File: config.mk
export PLATFORM = sky130hd
export DESIGN_NAME = adda_trig_ctrl_flat
export DESIGN_NICKNAME = d
export VERILOG_FILES = /design/src/rtl/adda_trig_ctrl_pkg.sv /design/src/rtl/adda_trig_ctrl_if.sv /design/src/rtl/adda_trig_ctrl_match.sv /design/src/rtl/adda_trig_ctrl.sv /design/src/flat_wrapper.sv
export SDC_FILE = /design/constraint.sdc
export NUM_CORES = 1
export LEC_CHECK = 0
export ABC_CLOCK_PERIOD_IN_PS = 2200
export CORE_ASPECT_RATIO = 0.5
export CORE_MARGIN = 2
export CORE_UTILIZATION = 25
export DETAILED_ROUTE_END_ITERATION = 16
export SLEW_MARGIN = 0
export SYNTH_ARGS = -nofsm -noshare
export SYNTH_HDL_FRONTEND = slang
export SYNTH_SLANG_ARGS = --single-unit
File: constraint.sdc
create_clock -name clk -period 2.2 [get_ports clk]
set_input_delay 0.44 -clock clk [delete_from_list [all_inputs] [get_ports clk]]
set_output_delay 0.44 -clock clk [all_outputs]
set_load 0.01 [all_outputs]
File: src/rtl/adda_trig_ctrl_pkg.sv
// Shared definitions for the address/data trigger sequencer.
//   - state encoding for the sequencer FSM (also the 2-bit status output)
//   - bit positions of the fields inside the 56-bit VIO trigger config word
//   - packed view of the latched config fields (bits [51:0] of the word)
package adda_trig_pkg;

  typedef enum logic [1:0] {
    ST_IDLE  = 2'b00,
    ST_ARMED = 2'b01,
    ST_POST  = 2'b10,
    ST_DONE  = 2'b11
  } trig_state_e;

  localparam int ADDR_LSB    = 0;
  localparam int DATA_LSB    = 32;
  localparam int ADDR_EN_BIT = 48;
  localparam int DATA_EN_BIT = 49;
  localparam int WR_SEL_BIT  = 50;
  localparam int RD_SEL_BIT  = 51;
  localparam int ARM_BIT     = 52;

  // Number of config bits captured on arm (everything below the arm bit).
  localparam int CFG_LATCH_W = ARM_BIT;

  // Field order mirrors the config word, MSB first, so a plain cast of
  // trig_cfg[51:0] lands every field in place.
  typedef struct packed {
    logic        rd_sel;
    logic        wr_sel;
    logic        data_en;
    logic        addr_en;
    logic [15:0] mdata;
    logic [31:0] maddr;
  } trig_cfg_t;

endpackage

File: src/rtl/adda_trig_ctrl_if.sv
// Bus-snoop and capture-FIFO signal bundle.
//   master: bus/FIFO side (drives bus cycle + fifo_full, receives captures)
//   slave : sequencer side (samples bus cycle + fifo_full, drives captures)
// Signals:
//   addr_in/data_in  bus address/data of the current cycle
//   wr_in/rd_in      one-cycle transfer strobes
//   fifo_full        capture FIFO cannot accept a write this cycle
//   cap_we           FIFO write strobe
//   cap_data         {addr, data} of the captured cycle
//   cap_is_wr        captured cycle was a write
interface adda_trig_if #(
  parameter int AW = 32,
  parameter int DW = 32
);
  logic [AW-1:0]    addr_in;
  logic [DW-1:0]    data_in;
  logic             wr_in;
  logic             rd_in;
  logic             fifo_full;
  logic             cap_we;
  logic [AW+DW-1:0] cap_data;
  logic             cap_is_wr;

  modport master (
    output addr_in, data_in, wr_in, rd_in, fifo_full,
    input  cap_we, cap_data, cap_is_wr
  );

  modport slave (
    input  addr_in, data_in, wr_in, rd_in, fifo_full,
    output cap_we, cap_data, cap_is_wr
  );
endinterface

File: src/rtl/adda_trig_ctrl_match.sv
// Trigger comparator: combinational match of the current bus cycle against
// the latched trigger config.
//   cfg_i      latched config fields
//   addr_i     bus address
//   data_lo_i  low 16 bits of bus data (only these are compared)
//   wr_i/rd_i  bus strobes
//   hit_o      cycle satisfies every enabled term
module adda_trig_match
  import adda_trig_pkg::*;
(
  input  trig_cfg_t   cfg_i,
  input  logic [31:0] addr_i,
  input  logic [15:0] data_lo_i,
  input  logic        wr_i,
  input  logic        rd_i,
  output logic        hit_o
);
  logic ev, dir_ok, addr_ok, data_ok;

  assign ev      = wr_i | rd_i;
  // With both selects clear no direction qualifies, so nothing ever hits.
  assign dir_ok  = (wr_i & cfg_i.wr_sel) | (rd_i & cfg_i.rd_sel);
  assign addr_ok = ~cfg_i.addr_en | (addr_i == cfg_i.maddr);
  assign data_ok = ~cfg_i.data_en | (data_lo_i == cfg_i.mdata);
  assign hit_o   = ev & dir_ok & addr_ok & data_ok;
endmodule

File: src/rtl/adda_trig_ctrl.sv
// Trigger/capture sequencer between the VIO trigger config and the addr/data
// capture FIFO. Arming latches the config; in ARMED the bus is watched for a
// match; the matching cycle plus pnum following bus cycles are written to
// the FIFO with one cycle of latency.
// Ports:
//   clk, rst_n  clock, async active-low reset
//   trig_cfg    VIO config word (match addr/data, enables, selects, arm)
//   pnum        post-trigger bus-cycle count (sampled on arm)
//   bus         bus snoop inputs and capture FIFO outputs
//   state       00 IDLE, 01 ARMED, 10 POST, 11 DONE
//   trig_hit    one-cycle pulse, the cycle after the trigger match
//   overflow    sticky: a capture was dropped because the FIFO was full
//   cap_cnt     entries actually written this run (saturating)
module adda_trig_ctrl
  import adda_trig_pkg::*;
#(
  parameter int trig_width = 56,
  parameter int pnum_width = 10,
  parameter int addr_width = 32,
  parameter int data_width = 32
) (
  input  logic                  clk,
  input  logic                  rst_n,
  input  logic [trig_width-1:0] trig_cfg,
  input  logic [pnum_width-1:0] pnum,
  adda_trig_if.slave            bus,
  output logic [1:0]            state,
  output logic                  trig_hit,
  output logic                  overflow,
  output logic [pnum_width:0]   cap_cnt
);
  localparam logic [pnum_width:0] CNT_MAX = {1'b1, {pnum_width{1'b0}}};

  trig_state_e                      state_q, state_d;
  trig_cfg_t                        cfg_q;
  logic [pnum_width-1:0]            pnum_q, post_cnt_q, post_nxt;
  logic [pnum_width:0]              cap_cnt_q;
  logic                             arm_q, trig_hit_q, overflow_q;
  logic                             cap_we_q, cap_is_wr_q;
  logic [addr_width+data_width-1:0] cap_data_q;

  logic arm_lvl, arm_rise, run, ev, hit, trig_fire, cap_issue, post_last;
  logic unused_rsvd;

  assign unused_rsvd = ^trig_cfg[trig_width-1:ARM_BIT+1];

  assign arm_lvl  = trig_cfg[ARM_BIT];
  assign arm_rise = arm_lvl & ~arm_q;
  // A rising arm edge reloads config and overrides any match that cycle;
  // arm low aborts, so neither allows a capture.
  assign run      = arm_lvl & ~arm_rise;
  assign ev       = bus.wr_in | bus.rd_in;
  assign post_nxt = post_cnt_q + 1'b1;
  // Equality on the incremented count: pnum = 2^n-1 finishes without wrap.
  assign post_last = (post_nxt == pnum_q);

  adda_trig_match u_match (
    .cfg_i     (cfg_q),
    .addr_i    (bus.addr_in),
    .data_lo_i (bus.data_in[15:0]),
    .wr_i      (bus.wr_in),
    .rd_i      (bus.rd_in),
    .hit_o     (hit)
  );

  // ---- FSM: state register ----
  always_ff @(posedge clk or negedge rst_n) begin
    if (!rst_n) state_q <= ST_IDLE;
    else        state_q <= state_d;
  end

  // ---- FSM: next state ----
  always_comb begin
    state_d = state_q;
    if (arm_rise) begin
      state_d = ST_ARMED;
    end else if (!arm_lvl) begin
      state_d = ST_IDLE;
    end else begin
      case (state_q)
        ST_ARMED: if (hit) state_d = (pnum_q == '0) ? ST_DONE : ST_POST;
        ST_POST:  if (ev && post_last) state_d = ST_DONE;
        default:  state_d = state_q;
      endcase
    end
  end

  // ---- FSM: outputs / capture decode ----
  always_comb begin
    trig_fire = 1'b0;
    cap_issue = 1'b0;
    if (run) begin
      case (state_q)
        ST_ARMED: begin
          trig_fire = hit;
          cap_issue = hit;
        end
        ST_POST:  cap_issue = ev;
        default:  cap_issue = 1'b0;
      endcase
    end
  end

  // ---- config latch, counters, capture registers ----
  always_ff @(posedge clk or negedge rst_n) begin
    if (!rst_n) begin
      arm_q       <= 1'b0;
      cfg_q       <= '0;
      pnum_q      <= '0;
      post_cnt_q  <= '0;
      cap_cnt_q   <= '0;
      overflow_q  <= 1'b0;
      trig_hit_q  <= 1'b0;
      cap_we_q    <= 1'b0;
      cap_is_wr_q <= 1'b0;
      cap_data_q  <= '0;
    end else begin
      arm_q      <= arm_lvl;
      trig_hit_q <= trig_fire;
      cap_we_q   <= cap_issue & ~bus.fifo_full;

      if (arm_rise) begin
        cfg_q      <= trig_cfg_t'(trig_cfg[CFG_LATCH_W-1:0]);
        pnum_q     <= pnum;
        post_cnt_q <= '0;
        cap_cnt_q  <= '0;
        overflow_q <= 1'b0;
      end else begin
        if (trig_fire)
          post_cnt_q <= '0;
        else if (cap_issue)
          post_cnt_q <= post_nxt;   // advances even when the FIFO drops it
        if (cap_issue && bus.fifo_full)
          overflow_q <= 1'b1;
        if (cap_issue && !bus.fifo_full && cap_cnt_q != CNT_MAX)
          cap_cnt_q <= cap_cnt_q + 1'b1;
      end

      if (cap_issue && !bus.fifo_full) begin
        cap_data_q  <= {bus.addr_in, bus.data_in};
        cap_is_wr_q <= bus.wr_in;   // write wins when both strobes are high
      end
    end
  end

  assign state         = state_q;
  assign trig_hit      = trig_hit_q;
  assign overflow      = overflow_q;
  assign cap_cnt       = cap_cnt_q;
  assign bus.cap_we    = cap_we_q;
  assign bus.cap_data  = cap_data_q;
  assign bus.cap_is_wr = cap_is_wr_q;
endmodule

File: src/flat_wrapper.sv
// flat-port wrapper written by rule: the top's interface ports become plain ports
module adda_trig_ctrl_flat import adda_trig_pkg::*;
#(
  parameter int trig_width = 56,
  parameter int pnum_width = 10,
  parameter int addr_width = 32,
  parameter int data_width = 32
)
  (clk, rst_n, trig_cfg, pnum, state, trig_hit, overflow, cap_cnt, bus_addr_in, bus_data_in, bus_wr_in, bus_rd_in, bus_fifo_full, bus_cap_we, bus_cap_data, bus_cap_is_wr);
  adda_trig_if #(.AW(32), .DW(32)) bus_i ();
  input  logic clk;
  input  logic rst_n;
  input  logic [trig_width-1:0] trig_cfg;
  input  logic [pnum_width-1:0] pnum;
  output logic [1:0] state;
  output logic trig_hit;
  output logic overflow;
  output logic [pnum_width:0] cap_cnt;
  input wire logic [$bits(bus_i.addr_in)-1:0] bus_addr_in;
  input wire logic [$bits(bus_i.data_in)-1:0] bus_data_in;
  input wire logic [$bits(bus_i.wr_in)-1:0] bus_wr_in;
  input wire logic [$bits(bus_i.rd_in)-1:0] bus_rd_in;
  input wire logic [$bits(bus_i.fifo_full)-1:0] bus_fifo_full;
  output wire logic [$bits(bus_i.cap_we)-1:0] bus_cap_we;
  output wire logic [$bits(bus_i.cap_data)-1:0] bus_cap_data;
  output wire logic [$bits(bus_i.cap_is_wr)-1:0] bus_cap_is_wr;
  assign bus_i.addr_in = bus_addr_in;
  assign bus_i.data_in = bus_data_in;
  assign bus_i.wr_in = bus_wr_in;
  assign bus_i.rd_in = bus_rd_in;
  assign bus_i.fifo_full = bus_fifo_full;
  assign bus_cap_we = bus_i.cap_we;
  assign bus_cap_data = bus_i.cap_data;
  assign bus_cap_is_wr = bus_i.cap_is_wr;
  adda_trig_ctrl #(.trig_width(trig_width), .pnum_width(pnum_width), .addr_width(addr_width), .data_width(data_width)) u_core (.clk(clk), .rst_n(rst_n), .trig_cfg(trig_cfg), .pnum(pnum), .bus(bus_i), .state(state), .trig_hit(trig_hit), .overflow(overflow), .cap_cnt(cap_cnt));
endmodule
Word-level counts from Yosys, hierarchy flattened --
Index checks and enable logic that the tools add are counted.
Word-level totals: bits in read-only memories 0, bits in latches 0, word-level logic and storage cells 71, output and inout port bits 81, bits in registers 154, bits of input ports 135, memories kept 0, bits in writable memories 0
Operators by class: bitwise operators 17, $mul 0, mux-type cells 17, equality and inequality tests 9, reductions and logical operators 10, order comparisons 0, div/mod/pow operators 0, shift operators 0, add/subtract/negate cells 2
Operators by type and width (number):
- 32-bit equality test | 1
- 10-bit two-way mux | 3
- 11-bit two-way mux | 2
- 16-bit equality test | 1
- 11-bit by 1-bit adder with 11-bit output (second input constant) | 1
- 11-bit != test (second input constant) | 1
- 10-bit by 1-bit adder with 10-bit output (second input constant) | 1
- 10-bit equality test | 1
- 10-bit zero test | 1
- 1-bit AND | 8
- 2-bit two-way mux | 4
- 4-bit by 2-bit != test with 1-bit output (second input constant) | 2
- 1-bit two-way mux | 6
- 1-bit inverter | 5
- 1-bit logical AND | 4
- 4-bit by 1-bit != test with 1-bit output (second input constant) | 1
- 1-bit bitwise OR | 4
- 2-bit case mux with 2 select lines | 1
- 2-bit nonzero test | 2
- 3-bit AND reduction | 1
- 3-bit nonzero test | 1
- 2-bit by 1-bit equality test with 1-bit output (second input constant) | 1
- 2-bit equality test (second input constant) | 1
- 1-bit case mux with 2 select lines | 1
- 1-bit zero test | 1

Depth between registers and ports, before layout --
Gate-level depths: netlist (run 1).
word-level depth 11, gate-level depth with buffers 9

Modules after synthesis --
A second synthesis (run 1) with hierarchy kept.
Second synthesis, totals: cell total of the unflattened synthesis 647, area, all modules 6947.9 um^2
By module, submodules not included:
- adda_trig_ctrl | area an instance 6407.4 um^2, instances 1, cells each 581, sequential area each 3853.7 um^2
- adda_trig_match | area an instance 540.5 um^2, instances 1, cells each 66, sequential area each 0.0 um^2

Worst setup path after synthesis (run 1) --
No wires, ideal clock.
path kind input -> register, start point in bus_data_in[5], end point reg u_core.cap_data_q[20], in the netlist u_core.bus.cap_data[20], path buffers 1, cell stages on the path 8, library setup time 0.125 ns, arrival 2.128 ns, data required time 2.075 ns, path slack -0.052 ns, cell sequence xnor2_1 > nand4_1 > o41ai_4 > and4_1 > a21oi_2 > inv_2 > buf_2 > mux2_2
Between the ends: longest elaborated chain between the ends 6
Ends and longest elaborated chain:
- start, declared | line flat_wrapper.sv:20 | input wire logic [$bits(bus_i.data_in)-1:0] bus_data_in;
- 16-bit equality test | line adda_trig_ctrl_match.sv:24 | assign data_ok = ~cfg_i.data_en | (data_lo_i == cfg_i.mdata);
- 1-bit bitwise OR | line adda_trig_ctrl_match.sv:24
- 1-bit AND | line adda_trig_ctrl_match.sv:25 | assign hit_o = ev & dir_ok & addr_ok & data_ok;
- 1-bit case mux with 2 select lines | line adda_trig_ctrl.sv:93 | case (state_q)
- 1-bit two-way mux | line adda_trig_ctrl.sv:92 | if (run) begin
- 1-bit logical AND | line adda_trig_ctrl.sv:139 | if (cap_issue && !bus.fifo_full) begin
- end signal, assigned | line adda_trig_ctrl.sv:140 | cap_data_q <= {bus.addr_in, bus.data_in};
- end, declared | line adda_trig_ctrl.sv:40 | logic [addr_width+data_width-1:0] cap_data_q;
Every way passes these cells. A chain may end at the register's enable or synchronous reset.

Worst setup path after layout (run 1) --
start point in bus_addr_in[17], end point reg u_core.cap_data_q[19], in the netlist u_core.bus.cap_data[19]
Between the ends: longest elaborated chain between the ends 7
Ends and longest elaborated chain:
- start, declared | line flat_wrapper.sv:19 | input wire logic [$bits(bus_i.addr_in)-1:0] bus_addr_in;
- 32-bit equality test | line adda_trig_ctrl_match.sv:23 | assign addr_ok = ~cfg_i.addr_en | (addr_i == cfg_i.maddr);
- 1-bit bitwise OR | line adda_trig_ctrl_match.sv:23
- 1-bit AND (2 in a row) | line adda_trig_ctrl_match.sv:25
- 1-bit case mux with 2 select lines | line adda_trig_ctrl.sv:93
- 1-bit two-way mux | line adda_trig_ctrl.sv:92
- 1-bit logical AND | line adda_trig_ctrl.sv:139
Every way passes these cells.

==> results of run 1 <==
[state kept, by name, summed over array words and instances, names as in the netlist]
name,cells
u_core.bus.cap_data,64
u_core.cfg_q,52
u_core.cap_cnt,11
u_core.pnum_q,10
u_core.post_cnt_q,10
u_core.state,2
u_core.arm_q,1
u_core.bus.cap_is_wr,1
u_core.bus.cap_we,1
u_core.overflow,1
u_core.trig_hit,1
[area by class of cell]
cell class / instances / share of cell area, %
Tap cell: 382 / 4.37
Timing Repair Buffer: 278 / 25.7
Inverter: 12 / 0.435
Clock inverter: 13 / 1.40
Sequential cell: 154 / 35.2
Clock buffer: 18 / 4.01
Multi-Input combinational cell: 472 / 28.8
[kinds of logic (layout without fill, tap and decap cells)]
group / Yosys count / after routing / share of synthesized area [%]
buffers and inverters: 40 / 321 / 2.29
multiplexers: 71 / 71 / 11.3
AND/OR/NAND/NOR: 285 / 285 / 18.0
adder cells (fa/ha/maj): 5 / 5 / 0.894
AO/OA/AOI/OAI: 54 / 54 / 5.27
XOR/XNOR: 57 / 57 / 7.13
flip-flops: 154 / 154 / 55.1
[worst max-delay path by stage]
stage | to | cells after the start
5_1_grt | u_core.bus.cap_data[19]$_DFFE_PN0P_ | 11
4_1_cts | u_core.bus.cap_data[18]$_DFFE_PN0P_ | 11
2_1_floorplan | u_core.bus.cap_data[20]$_DFFE_PN0P_ | 8
6_report | u_core.bus.cap_data[19]$_DFFE_PN0P_ | 11
3_3_place_gp | u_core.post_cnt_q[5]$_DFFE_PN0P_ | 10
3_5_place_dp | u_core.post_cnt_q[3]$_DFFE_PN0P_ | 10
[layout by cell type (no fill, tap or decap), drive strengths merged, types with 3 or more instances in the layout]
master         count
clkdlybuf4s50    205
nand2            201
dfrtp            154
mux2              66
buf               65
xor2              36
xnor2             21
clkbuf            19
a21oi             15
nand3             14
o21ai             14
nor4              13
inv               12
nand4             11
or3               10
nor2               8
clkinv             8
mux2i              5
ha                 5
dlygate4sd2        5
nor2b              5
or4                5
and3               4
nand2b             4
o211ai             4
o31ai              3
bufinv             3
and4               3
a31oi              3
[power breakdown]
group	internal [mW]	switching (mW)	leakage, nW	total [mW]
logic	1.18	0.767	2.74	1.95
registers	3.25	0.261	2.03	3.51
clock network	1.80	1.18	0.291	2.98
total	6.23	2.21	5.06	8.44
[what timing repair did]
item | CTS | global route
pin swaps | 33 | 9
buffers inserted | 15 | 3
hold buffers | 1 | 0
resized for setup | 49 | 22
setup endpoints to repair | 89 | 90
cloned | 2 | 1
hold endpoints to repair | 28 | 0
[Yosys cell counts, drive strengths merged (2+ instances only)]
cell type | instances | area share [%]
nor2 | 8 | 0.43
xnor2 | 21 | 2.6
o211ai | 4 | 0.43
and4 | 3 | 0.38
a21oi | 15 | 1.1
o21a | 2 | 0.21
o31ai | 3 | 0.32
nand3 | 14 | 1.0
o21ai | 14 | 1.1
or2 | 2 | 0.18
nor2b | 5 | 0.45
nand2b | 4 | 0.36
or3 | 10 | 0.89
nor3 | 2 | 0.14
nor4 | 13 | 1.2
clkbuf | 19 | 1.0
or4 | 5 | 0.54
nand4 | 11 | 0.98
xor2 | 36 | 4.5
inv | 12 | 0.64
mux2 | 66 | 11
a311oi | 2 | 0.25
nand2 | 201 | 11
and3 | 4 | 0.36
ha | 5 | 0.89
dfrtp | 154 | 55
buf | 9 | 0.63
mux2i | 5 | 0.72
a31oi | 3 | 0.27
[worst reg2reg max path: stages (launching register included)]
cell     delay [ns]
dfrtp_1        0.39
xor2_1         0.16
nor4_2         0.36
buf_4          0.17
nand4_1        0.13
o21ai_2        0.21
buf_6          0.14
a21oi_4        0.08
inv_4          0.11
buf_12         0.11
buf_12         0.13
mux2_4         0.31
[stage by stage]
| step | TNS [ns] | cell area, µm² | instances |
|---|---|---|---|
| after floorplan | 0 | 7020 | 666 |
| after global placement | -65.93 | 9940 | 1280 |
| after detailed placement | -66.39 | 9940 | 1280 |
| after CTS | -14.99 | 10900 | 1329 |
| after global routing | -20.89 | 10900 | 1329 |
| final | -14.25 | 10900 | 1329 |
[metal layers]
metal / track usage [%] / part of all wire, %
met5: 0 / 0
met4: 6.33 / 3.0
met1: 17.8 / 42
met2: 26.3 / 53
met3: 2.74 / 2.3
==> parameters.txt, run 1 <==
Parameter                              Value

Run status
  Status ... finished with violations
  Violated checks ... negative setup slack

Clock network
  Clk Tree Root Cell ... clkbuf_16
  Clock network latency to the later pin of the worst-skew pair ... between 0.4 and 0.5 ns
  Max Root-Sink Buffers ... 2
  CTS tree ... yes
  H-tree depth ... 4
  TritonCTS buffer count ... 17
  Clk sinks ... between 150 and 200
  Clk slew on worst S/H paths ... roughly 0.06 ns

Finish
  Diode count ... 0
  Final-layout fill cell count ... 2691
  Final standard cell utilization of the core ... 39.6%
  Proportion of layout cells with a drive suffix above 1 ... around a fifth
  Number of nets in the final layout ... 1075
  Sequential cell area in the final layout ... 0.00385 mm²
  Total area of multi-input combinational cells ... about 0.0032 mm²
  Area growth syn-to-layout ... 56.3%

Logic synthesis
  Synth Cell Area ... roughly 0.0070 mm²
  Post-Syn Instances ... around 670
  YS warnings ... 0
  Number of flops mapped to enable cells by yosys ... 0
  Fraction of synthesis flops using an asynchronous set or reset pin ... 100%
  Syn avg cell area ... 10.5 µm²
  Flops & latches, synth ... 154
  Unique masters post-synth ... 48
  Primary FF master, synth ... dfrtp_1
  Post-synthesis sequential area ratio ... about 55%
  Net count after synthesis ... ~800

Setup path
  Startpoint kind of the worst setup timing path ... primary input
  Crit path top cell by count ... buf_12
  List of cells traversed by the critical path ... clkdlybuf4s50_1 > xor2_1 > nor4_1 > nand4_1 > o21ai_2 > buf_6 > a21oi_4 > inv_4 > buf_12 > buf_12 > mux2_4
  Worst flop-to-flop path startpoint ... u_core.cfg_q[11]$_DFFE_PN0P_
  Critical path class ... in -> reg
  Crit end category ... flip-flop
  Flop-to-flop setup slack ... -0.20 ns
  Worst reg2reg path depth ... 11
  CP required ... 2.51 ns
  Cell at the slowest stage of the critical path ... clkdlybuf4s50_1
  Reg-to-Reg End ... u_core.bus.cap_data[19]$_DFFE_PN0P_
  Buffers and inverters on the worst path ... 5
  Maximum fanout encountered on the critical timing path ... 8
  Delay of the slowest cell on the worst path ... 0.46 ns
  Cell family contributing the most delay on the critical path ... buffers and inverters
  Critical path launch point ... bus_addr_in[17]
  Data arrival time at the worst-slack endpoint ... 2.73 ns

STA
  Count of endpoints failing setup in the final report ... ~90
  Max-slew violation count ... 0
  F_max ... between 0.4 and 0.5 GHz
  Maximum clock skew at final layout ... between 0.009 and 0.01 ns
  Final Hold Slack ... 0.330 ns
  Normalized max-slew margin ... a little over three fifths
  Final-report hold violation count ... 0
  Setup repair after global routing missed its margin ... yes
  Final clock period utilization by the worst path ... 110%
  Actual slew at the worst max-slew pin ... 0.554 ns
  Minimum period implied by the final worst setup slack ... between 2 and 2.5 ns
  Setup ws final ... -0.224 ns

GRT
  Global route total overflow ... 0
  Vias in the first global route ... 6036
  Pin count of the biggest net entering global routing ... 54
  Gr usage total ... between 10% and 20%
  Antenna violations before repair ... 0
  Global-route wire length before repair ... between 30 and 40 mm

Pwr
  Power per unit of standard cell area ... around 770 mW/mm²
  Leakage Power ... approximately 5.1 nW
  Max VDD drop ... 0.575 mV
  Final total power ... between 8 and 9 mW

Min path
  Hold Path Sink ... u_core.bus.cap_data[54]$_DFFE_PN0P_
  Instance count along the most critical hold path ... 2
  HP Start ... bus_addr_in[22]
  Path type of the worst min-delay path ... in -> reg

Floorplanning
  Floorplan row count ... 43
  Floorplan die width ... between 200 and 250 µm
  Height of the chip ... ~120 µm
  Core Footprint ... ~0.028 mm²
  Starting density of the core ... around a quarter
  Ports placed on the boundary ... 216
  Floorplan die area ... about 0.029 mm²

Routing
  Aggregate routed wire length ... ~21 mm
  Average wire per cell in the routed design ... between 15 and 20 µm
  Via total after detailed routing ... ~5.8k
  Number of remaining DRC errors ... 0
  DRT Pass-1 Iters ... 4
  First-iteration detailed-routing DRC count ... 303
  Antenna-violating nets left ... 0
  Via-to-Cell Ratio ... ~4.4

Placed design
  HPWL after detailed placement ... 15.7 mm
  Worst setup slack before clock tree synthesis ... -0.828 ns
  Port Buffer Count ... ~210
  Last weighted congestion value of the routability-driven placer ... a little over 0.8

Run
  Max-cap viol count ... 0
Note: power is estimated with default switching activity, not from simulation.
==> inputs of run 2 (changes only) <==
--- a/config.mk
+++ b/config.mk
@@ -5,7 +5,7 @@
 export SDC_FILE = /design/constraint.sdc
 export NUM_CORES = 1
 export LEC_CHECK = 0
-export ABC_CLOCK_PERIOD_IN_PS = 2200
+export ABC_CLOCK_PERIOD_IN_PS = 2500
 export CORE_ASPECT_RATIO = 0.5
 export CORE_MARGIN = 2
 export CORE_UTILIZATION = 25
==> constraint.sdc (replaced) <==
create_clock -name clk -period 2.5 [get_ports clk]
set_input_delay 0.5 -clock clk [delete_from_list [all_inputs] [get_ports clk]]
set_output_delay 0.5 -clock clk [all_outputs]
set_load 0.01 [all_outputs]
==> run 2 against run 1 <==
Effect of this change:
- the flow now finishes without violations
- setup slack better by 0.23 ns
- power is 12% lower
- hold slack worse by 0.24 ns
- critical path type unchanged
- largest power group unchanged
==> parameters.txt, run 2 (same netlist as run 1, synthesis figures left out) <==
Parameter                              Value

Clock network
  Max Root-Sink Buffers ... 2 (unchanged)
  Clk Tree Root Cell ... clkbuf_16 (unchanged)
  Clk sinks ... 154 (unchanged)
  H-tree depth ... 4 (unchanged)
  CTS tree ... yes (unchanged)
  Clock network latency to the later pin of the worst-skew pair ... 0.44 ns (was 0.43 ns)
  TritonCTS buffer count ... 17 (unchanged)
  Clk slew on worst S/H paths ... 0.06 ns (about the same)

STA
  Minimum period implied by the final worst setup slack ... between 2 and 2.5 ns
  Maximum clock skew at final layout ... 0.0129 ns (was 0.00959 ns)
  Final clock period utilization by the worst path ... between 90% and 100%
  Final-report hold violation count ... 0 (unchanged)
  F_max ... 0.402 GHz
  Setup repair after global routing missed its margin ... yes (unchanged)
  Actual slew at the worst max-slew pin ... 0.776 ns (was 0.554 ns)
  Final Hold Slack ... 0.0851 ns (was 0.330 ns)
  Normalized max-slew margin ... 47.9% (was 63.0%)
  Count of endpoints failing setup in the final report ... 0 (was 88)
  Total negative setup slack ... 0 ns (was -14.25 ns)
  Max-slew violation count ... 0 (unchanged)

Routing
  Aggregate routed wire length ... 20.6 mm (was 21.4 mm)
  First-iteration detailed-routing DRC count ... 291 (was 303)
  Via total after detailed routing ... 5747 (was 5802)
  Average wire per cell in the routed design ... 15.7 µm (was 16.1 µm)
  Number of remaining DRC errors ... 0 (unchanged)
  Via-to-Cell Ratio ... 4.38 (was 4.37)
  DRT Pass-1 Iters ... 5 (was 4)
  Antenna-violating nets left ... 0 (unchanged)

Floorplanning
  Starting density of the core ... 25.4% (unchanged)
  Core Footprint ... 0.0276 mm² (unchanged)
  Floorplan row count ... 43 (unchanged)
  Ports placed on the boundary ... 216 (unchanged)
  Height of the chip ... 122 µm (unchanged)
  Floorplan die width ... 241 µm (unchanged)
  Floorplan die area ... 0.0294 mm² (unchanged)

Min path
  Path type of the worst min-delay path ... in -> async (was in -> reg)

GRT
  Global route total overflow ... 0 (unchanged)
  Global-route wire length before repair ... 32.0 mm (was 33.2 mm)
  Vias in the first global route ... 5950 (was 6036)
  Pin count of the biggest net entering global routing ... 68 (was 54)
  Antenna violations before repair ... 0 (unchanged)
  Gr usage total ... 14.2% (was 14.8%)

Pwr
  Leakage Power ... 4.93 nW (was 5.06 nW)
  Max VDD drop ... 0.473 mV (was 0.575 mV)
  Final total power ... 7.41 mW (was 8.44 mW)
  Power per unit of standard cell area ... 692 mW/mm² (was 772 mW/mm²)

Setup path
  Worst flop-to-flop path startpoint ... u_core.state[0]$_DFFE_PN0P_ (was u_core.cfg_q[11]$_DFFE_PN0P_)
  Cell at the slowest stage of the critical path ... clkdlybuf4s50_1 (unchanged)
  Delay of the slowest cell on the worst path ... 0.56 ns (was 0.46 ns)
  Critical path launch point ... bus_data_in[13] (was bus_addr_in[17])
  Worst reg2reg path depth ... 7 (was 11)
  Crit end category ... flip-flop (unchanged)
  Data arrival time at the worst-slack endpoint ... 2.80 ns (was 2.73 ns)
  Maximum fanout encountered on the critical timing path ... 6 (was 8)
  Flop-to-flop setup slack ... 0.01 ns (was -0.20 ns)
  List of cells traversed by the critical path ... clkdlybuf4s50_1 > xnor2_2 > nand4_1 > o41ai_4 > and4_1 > a21oi_4 > inv_4 > buf_12 > buf_12 > mux2_4 (was clkdlybuf4s50_1 > xor2_1 > nor4_1 > nand4_1 > o21ai_2 > buf_6 > a21oi_4 > inv_4 > buf_12 > buf_12 > mux2_4)
  Reg-to-Reg End ... u_core.post_cnt_q[5]$_DFFE_PN0P_ (was u_core.bus.cap_data[19]$_DFFE_PN0P_)
  End point of the critical path ... u_core.bus.cap_data[25]$_DFFE_PN0P_ (was u_core.bus.cap_data[19]$_DFFE_PN0P_)
  CP required ... 2.81 ns (was 2.51 ns)
  Startpoint kind of the worst setup timing path ... primary input (unchanged)
  Critical path class ... in -> reg (unchanged)
  Crit path top cell by count ... buf_12 (unchanged)

Finish
  Final Cell Area ... 0.0107 mm² (was 0.0109 mm²)
  Commonest non-fill, non-tap cells in the layout ... nand2_1, clkdlybuf4s50_1, dfrtp_1 (was clkdlybuf4s50_1, nand2_1, dfrtp_1)
  Proportion of layout cells with a drive suffix above 1 ... 18.8% (was 20.0%)
  Final standard cell utilization of the core ... 38.8% (was 39.6%)
  Diode count ... 0 (unchanged)
  Area growth syn-to-layout ... 53.2% (was 56.3%)
  Number of nets in the final layout ... 1056 (was 1075)
  Flip-flop count of the largest register after layout ... 64 (unchanged)

Placed design
  Last weighted congestion value of the routability-driven placer ... 0.799 (was 0.822)
  Port Buffer Count ... 212 (unchanged)
  HPWL after detailed placement ... 15.2 mm (was 15.7 mm)
  Cell area reported after detailed placement ... 0.00984 mm² (was 0.00994 mm²)

Run
  Max-cap viol count ... 0 (unchanged)

Run status
  Status ... finished, final reports clean (was finished with violations)
-- run 2: worst min-delay path by stage --
stage                                  from                            endpoint  slack [ns]
2_1_floorplan                         rst_n              u_core.arm_q$_DFF_PN0_        0.20
3_3_place_gp   u_core.cfg_q[50]$_DFFE_PN0P_        u_core.cfg_q[50]$_DFFE_PN0P_        0.47
3_5_place_dp   u_core.cfg_q[51]$_DFFE_PN0P_        u_core.cfg_q[51]$_DFFE_PN0P_        0.47
4_1_cts                               rst_n        u_core.cfg_q[47]$_DFFE_PN0P_        0.10
5_1_grt                               rst_n        u_core.cfg_q[47]$_DFFE_PN0P_        0.13
6_report                              rst_n  u_core.bus.cap_data[2]$_DFFE_PN0P_        0.09
-- run 2: area by class of cell --
type / count / area, µm²
sequential: 154 / 3850
clock buffer: 21 / 460
clock inverter: 11 / 135
tap: 382 / 478
multi-input combinational: 473 / 3180
timing repair buffer: 258 / 2560
inverter: 12 / 47.5
fill: 2649 / 16900
-- run 2: layer usage --
metal | wire [µm] | vias up | part of all wire [%] | global-route usage [%]
met5 | 0 | - | 0 | 0
met4 | 384 | 0 | 1.9 | 4.62
met3 | 598 | 22 | 2.9 | 3.06
met2 | 10800 | 84 | 53 | 25.7
met1 | 8790 | 2879 | 43 | 17.0
li1 | - | 2762 | - | -
-- run 2: stage by stage --
| stage | setup WS (ns) | std cells |
|---|---|---|
| global placement | -0.675 | 1272 |
| global route | -0.116 | 1311 |
| detailed placement | -0.743 | 1272 |
| floorplan | 0.188 | 666 |
| CTS | 0.00252 | 1310 |
| finish | 0.0107 | 1311 |
-- run 2: power by group --
part | total (mW) | internal [mW] | switching, mW
logic | 1.68 | 1.01 | 0.672
clock network | 2.64 | 1.54 | 1.10
registers | 3.09 | 2.86 | 0.228
-- run 2: timing repair --
item	4_1_cts	5_1_grt
pin swaps	17	27
setup endpoints to repair	84	57
buffers inserted	4	3
hold buffers	0	0
cloned	2	0
resized for setup	27	32
-- run 2: critical path: cells and delay by family --
family          cells  cell delay [ns]
buf+inv             4             0.91
simple gates        2             0.47
compound gates      2             0.46
mux                 1             0.30
xor+xnor            1             0.15
